File: config.mk
export PLATFORM = sky130hd
export DESIGN_NAME = wbank_ctrl
export DESIGN_NICKNAME = d
export VERILOG_FILES = /design/src/rtl/wbank_ctrl_pkg.sv /design/src/rtl/wbank_ctrl_if.sv /design/src/rtl/wbank_status.sv /design/src/rtl/wbank_ctrl.sv
export SDC_FILE = /design/constraint.sdc
export NUM_CORES = 1
export LEC_CHECK = 0
export CAP_MARGIN = 20
export CORE_UTILIZATION = 55
export DETAILED_ROUTE_END_ITERATION = 7
export GPL_ROUTABILITY_DRIVEN = 0
export PLACE_DENSITY = 0.79
export SYNTH_ARGS = -nofsm -noshare
export SYNTH_HDL_FRONTEND = slang
export SYNTH_SLANG_ARGS = --single-unit
export TNS_END_PERCENT = 30
File: constraint.sdc
create_clock -name SYS_CLK -period 2.9 [get_ports SYS_CLK]
set_clock_uncertainty 0.1 [all_clocks]
set_input_delay 0.29 -clock SYS_CLK [delete_from_list [all_inputs] [get_ports SYS_CLK]]
set_output_delay 0.29 -clock SYS_CLK [all_outputs]
set_load 0.03 [all_outputs]
File: src/rtl/wbank_ctrl_pkg.sv
// Shared types and helpers for the write-bank rotation controller.
// Holds the FSM encoding, bank count, bank-index width and the bank wrap function.
package wbank_ctrl_pkg;

  localparam int BANK_NUM = 3;
  localparam int BIDX_W   = 2;

  typedef logic [BIDX_W-1:0] bidx_t;

  typedef enum logic [1:0] {
    ST_IDLE  = 2'd0,
    ST_RUN   = 2'd1,
    ST_STALL = 2'd2
  } state_e;

  // Banks rotate 0 -> 1 -> ... -> BANK_NUM-1 -> 0.
  function automatic bidx_t next_bank(input bidx_t b);
    return (b == bidx_t'(BANK_NUM - 1)) ? '0 : b + bidx_t'(1);
  endfunction

endpackage

File: src/rtl/wbank_ctrl_if.sv


interface wbank_stat_if #(
  parameter int BANK_NUM = 3
);
  logic                  clr_all;
  logic                  set_en;
  wbank_ctrl_pkg::bidx_t set_idx;
  logic                  rbank_done;
  logic [BANK_NUM-1:0]   full;
  wbank_ctrl_pkg::bidx_t rbank_sel;
  logic                  rd_valid;
  logic                  err;

  modport ctrl (
    output clr_all, set_en, set_idx, rbank_done,
    input  full, rbank_sel, rd_valid, err
  );

  modport status (
    input  clr_all, set_en, set_idx, rbank_done,
    output full, rbank_sel, rd_valid, err
  );
endinterface

File: src/rtl/wbank_status.sv
// Bank occupancy tracker: per-bank full flags, read-bank pointer and the
// sticky error raised when the reader releases a bank that holds no fill.
module wbank_status #(
  parameter int BANK_NUM = 3
) (
  input  logic         clk,
  input  logic         rst_n,
  wbank_stat_if.status st
);
  import wbank_ctrl_pkg::*;

  logic [BANK_NUM-1:0] full_q, full_d;
  bidx_t               rsel_q, rsel_d;
  logic                err_q,  err_d;

  // A set and a clear in the same cycle never hit the same bank: the writer
  // only fills an empty bank and the reader only releases a full one.
  always_comb begin
    full_d = full_q;
    rsel_d = rsel_q;
    err_d  = err_q;
    if (st.clr_all) begin
      full_d = '0;
      rsel_d = '0;
      err_d  = 1'b0;
    end else begin
      if (st.set_en) begin
        full_d[st.set_idx] = 1'b1;
      end
      if (st.rbank_done) begin
        if (full_q[rsel_q]) begin
          full_d[rsel_q] = 1'b0;
          rsel_d         = next_bank(rsel_q);
        end else begin
          err_d = 1'b1;
        end
      end
    end
  end

  always_ff @(posedge clk or negedge rst_n) begin
    if (!rst_n) begin
      full_q <= '0;
      rsel_q <= '0;
      err_q  <= 1'b0;
    end else begin
      full_q <= full_d;
      rsel_q <= rsel_d;
      err_q  <= err_d;
    end
  end

  assign st.full      = full_q;
  assign st.rbank_sel = rsel_q;
  assign st.rd_valid  = full_q[rsel_q];
  assign st.err       = err_q;

endmodule

File: src/rtl/wbank_ctrl.sv
// Write-side controller for a rotating set of SRAM banks: counts producer beats,
// hands completed banks to the reader and stalls when the next bank is still full.
module wbank_ctrl #(
  parameter int AW       = 10,
  parameter int BANK_NUM = 3
) (
  input  logic                SYS_CLK,
  input  logic                SYS_RST,
  input  logic                DATA_SOP,
  input  logic                DATA_VLD,
  input  logic [AW:0]         BANK_LEN,
  input  logic                RBANK_DONE,
  output logic                WREADY,
  output logic                WBANK_UPDATE,
  output logic [1:0]          WBANK_SEL,
  output logic [1:0]          RBANK_SEL,
  output logic                RD_VALID,
  output logic [BANK_NUM-1:0] BANK_FULL,
  output logic                ERR
);
  import wbank_ctrl_pkg::*;

  localparam logic [AW:0] ONE = {{AW{1'b0}}, 1'b1};

  state_e      state_q, state_d;
  logic [AW:0] wcnt_q,  wcnt_d;
  logic [AW:0] len_q,   len_d;
  bidx_t       wsel_q,  wsel_d;
  logic        upd_q,   upd_d;

  logic        accept;
  logic        last_beat;
  logic        set_en;
  bidx_t       nxt;
  logic        clr_next;
  logic        clr_cur;

  wbank_stat_if #(.BANK_NUM(BANK_NUM)) st_if ();

  wbank_status #(.BANK_NUM(BANK_NUM)) u_status (
    .clk   (SYS_CLK),
    .rst_n (SYS_RST),
    .st    (st_if)
  );

  always_comb begin
    state_d   = state_q;
    wcnt_d    = wcnt_q;
    len_d     = len_q;
    wsel_d    = wsel_q;
    upd_d     = 1'b0;
    set_en    = 1'b0;
    accept    = (state_q == ST_RUN) && DATA_VLD;
    last_beat = accept && (wcnt_q == len_q - ONE);
    nxt       = next_bank(wsel_q);
    // A release landing on the same edge counts as the bank already being free.
    clr_next  = RBANK_DONE && st_if.full[st_if.rbank_sel] && (st_if.rbank_sel == nxt);
    clr_cur   = RBANK_DONE && st_if.full[st_if.rbank_sel] && (st_if.rbank_sel == wsel_q);
    if (DATA_SOP) begin
      state_d = ST_RUN;
      wcnt_d  = '0;
      wsel_d  = '0;
      len_d   = (BANK_LEN == '0) ? ONE : BANK_LEN;
    end else begin
      unique case (state_q)
        ST_RUN: begin
          if (last_beat) begin
            wcnt_d = '0;
            wsel_d = nxt;
            upd_d  = 1'b1;
            set_en = 1'b1;
            if (st_if.full[nxt] && !clr_next) begin
              state_d = ST_STALL;
            end
          end else if (accept) begin
            wcnt_d = wcnt_q + ONE;
          end
        end
        ST_STALL: begin
          if (clr_cur) begin
            state_d = ST_RUN;
          end
        end
        default: ;
      endcase
    end
  end

  always_ff @(posedge SYS_CLK or negedge SYS_RST) begin
    if (!SYS_RST) begin
      state_q <= ST_IDLE;
      wcnt_q  <= '0;
      len_q   <= ONE;
      wsel_q  <= '0;
      upd_q   <= 1'b0;
    end else begin
      state_q <= state_d;
      wcnt_q  <= wcnt_d;
      len_q   <= len_d;
      wsel_q  <= wsel_d;
      upd_q   <= upd_d;
    end
  end

  assign st_if.clr_all    = DATA_SOP;
  assign st_if.set_en     = set_en;
  assign st_if.set_idx    = wsel_q;
  assign st_if.rbank_done = RBANK_DONE;

  assign WREADY       = (state_q == ST_RUN);
  assign WBANK_UPDATE = upd_q;
  assign WBANK_SEL    = wsel_q;
  assign RBANK_SEL    = st_if.rbank_sel;
  assign RD_VALID     = st_if.rd_valid;
  assign BANK_FULL    = st_if.full;
  assign ERR          = st_if.err;

endmodule
==> impl_metrics.toml <==
[run_status]
status = "finished, final reports clean"

[setup_path]
path_class = "flip-flop to flip-flop"
cpMaxStageDelayCell = "dfstp_2"
crit_family = "compound AO/OA/AOI/OAI gates"
timing.rr.end = "state_q[0]"
endpoint_kind = "flip-flop"
crit_path_start_kind = "flip-flop"
reg2regPathDepth = 8
crit_end = "state_q[0]"
timing.critical_path.buf_inv = 1
rrSetupSlack_ps = 120
crit_fanout = 7
rr_startpoint = "len_q[0]"
required_ps = 2980
crit_start = "len_q[0]"
path_depth = 8
worstPathCellList = "inv_1 > ha_1 > xnor2_1 > mux2i_1 > o21ai_0 > nand4_1 > a2111o_1 > a21o_1"
crit_arrival_ps = 2850
critPathMaxStageDelay_ps = 600

[clock_network]
cts_tree = "built"
cts_buffer_depth = 2
cts_root_buf = "clkbuf_8"
htree_levels = 2
clk_latency_ps = 280
cts_sinks = 33
cts_hold_buf = 0
clkTransAtPathRegs_ps = 70
cts_made_buffers = 5

[die]
rows = 22
start_util = 0.5762
core-area_sq_um = 3661
dieArea_sq_um = 4087
fp.dieH_um = 63.93
die_width_um = 63.93
io_pins = 27

[logic_synthesis]
yosysMostFrequentCell = "dfrtp_1"
ys_ff_latch = 33
synth_common_cells = "dfrtp_1, nand2_1, nor2_1"
synthTopCellsByArea = "dfrtp_1, mux2_2, xor2_1"
yosys.area.top_type_share = 0.3796
synth_cell_type_count = 50
synth-async-reset-ratio = 1.000
netlist_instances = 226
ys.flop_type = "dfrtp_1"
synth_top_area_cell = "dfrtp_1"
synth.yosys.seq_area_share = 0.3921
syn_area_sq_um = 2110
yosys_warnings = 0
synth_edf_count = 0
synth.avg_cell_area_sq_um = 9.334
synth_nets = 244

[placed_design]
dpl.hpwl_um = 3184
io_buffers = 26
place_ws_ps = 160.1

[sta]
tightest_slew_ps = 438.6
hold_viol_final = 0
finalCritPeriodShare = 0.9571
tns_ps = 0
setup_slack_ps = 124.4
rsz0062_at_grt = "false"
relSlewSlack = 0.7045
final-setup-viol-count = 0
finalCriticalPeriod_ps = 2776
slew_violations = 0
max_freq_mhz = 360.3

[pwr]
worst_ir_drop_vdd_uv = 243.4
power_leakage_uw = 0.0009942
power.density_nw_per_um2 = 403.3

[route]
firstDrtPassIters = 4
drt_wl_total_um = 4546
drt_iter0_markers = 96
via_per_inst = 5.816
ant_nets = 0
wl_per_cell_um = 14.95
num_vias = 1768
drc = 0

[global_routing]
grt_pass1_vias = 1686
antenna_found_initial = 0
grt_usage = 0.2532
grt-ovfl-total = 0
grt_pass1_wl_um = 8079
grt_max_degree = 38

[finish]
antenna_cells = 0
syn_to_final_growth_pct = 19.93
nNetsFinal = 274
layout-drive-gt1-share = 0.1563

[run]
maxCapViolations = 0

[worst_hold_path]
hp-class = "primary input to async pin"
[worst min path at each step]
stage / from / cells past startpoint / end / slack, ps
after detailed placement: u_status.st.err / 2 / u_status.st.err / 390
after global routing: SYS_RST / 2 / WBANK_UPDATE / 350
after global placement: u_status.st.err / 2 / u_status.st.err / 380
final: SYS_RST / 2 / wcnt_q[0] / 310
after floorplan: SYS_RST / 0 / WBANK_SEL[0] / -110
after CTS: SYS_RST / 2 / u_status.st.rbank_sel[1] / 320
[timing repair]
item                                   4_1_cts  5_1_grt
resized for setup                            0        0
endpoints found under the hold margin        0        0
setup endpoints to repair                    0        2
buffers inserted                             0        0
[flip-flops by register name, summed over array words and instances (netlist names)]
register,count
len_q,11
wcnt_q,11
u_status.st.full,3
WBANK_SEL,2
state_q,2
u_status.st.rbank_sel,2
WBANK_UPDATE,1
u_status.st.err,1
[routing by layer]
layer  vias up  part of all wire  track usage
met2        33              0.45       0.3816
met1       850              0.51       0.3708
li1        880                 -            -
met3         5             0.038      0.04643
met5         -                 0            0
met4         0            0.0088      0.07102
[cells by family after synthesis]
| kind of cell | count (synthesis) | synth area share |
|---|---|---|
| simple gates | 87 | 0.2325 |
| buf+inv | 22 | 0.04685 |
| compound gates | 53 | 0.1833 |
| mux | 13 | 0.06702 |
| xor+xnor | 16 | 0.06643 |
| flops | 33 | 0.3921 |
| fa+ha+maj | 2 | 0.01186 |
[report_power, final]
group          switching [uW]  internal [uW]
registers                23.4            480
logic                    86.3           77.5
clock network             165            188
[through the flow]
stage | instances | util | cell area, sq um | power (uW) | hold WS [ps]
floorplan | 226 | - | 2110 | 610.4 | -105.6
global placement | 296 | 0.6654 | 2436 | 670.2 | 383.3
detailed placement | 297 | 0.6675 | 2444 | 675.6 | 394.4
CTS | 304 | 0.6910 | 2530 | 1026 | 319.8
global route | 304 | 0.6910 | 2530 | 1062 | 349.1
finish | 304 | 0.6910 | 2530 | 1020 | 309.3
[layout by cell type, fill, tap and decap left out, types with 2 or more instances in the layout]
cell type        instances
dfrtp_1                 32
clkdlybuf4s50_1         26
nand2_1                 19
nor2_1                  17
a21oi_1                 12
buf_4                   11
xor2_1                  10
nor3_1                   9
o21ai_0                  9
mux2_2                   9
inv_1                    8
nor4_1                   6
xnor2_1                  6
clkbuf_8                 6
o21a_1                   5
and3_1                   5
nor3b_1                  4
nand4_1                  4
mux2i_1                  4
nand3_1                  4
o22ai_1                  4
nand3b_1                 3
o211ai_1                 3
o21ba_2                  3
and3b_1                  2
nor4b_1                  2
a211oi_1                 2
nand2b_1                 2
o21ai_1                  2
o211ai_2                 2
a21o_1                   2
a31oi_1                  2
and2_1                   2
ha_1                     2
[layout make-up]
cell class | count | area (sq um)
multi-input cells | 171 | 1184
fillers | 335 | 1131
flip-flops and latches | 33 | 827.0
repair buffers | 37 | 342.8
clock buffers | 7 | 86.33
well taps | 48 | 60.06
inverters | 8 | 30.03
[worst reg2reg max path, stage by stage, from the launching register on]
cell and delay (ps):
dfstp_2 600, inv_1 60, ha_1 210, xnor2_1 220
mux2i_1 110, o21ai_0 360, nand4_1 340, a2111o_1 510
a21o_1 170
(Power assumes the default switching activity.)
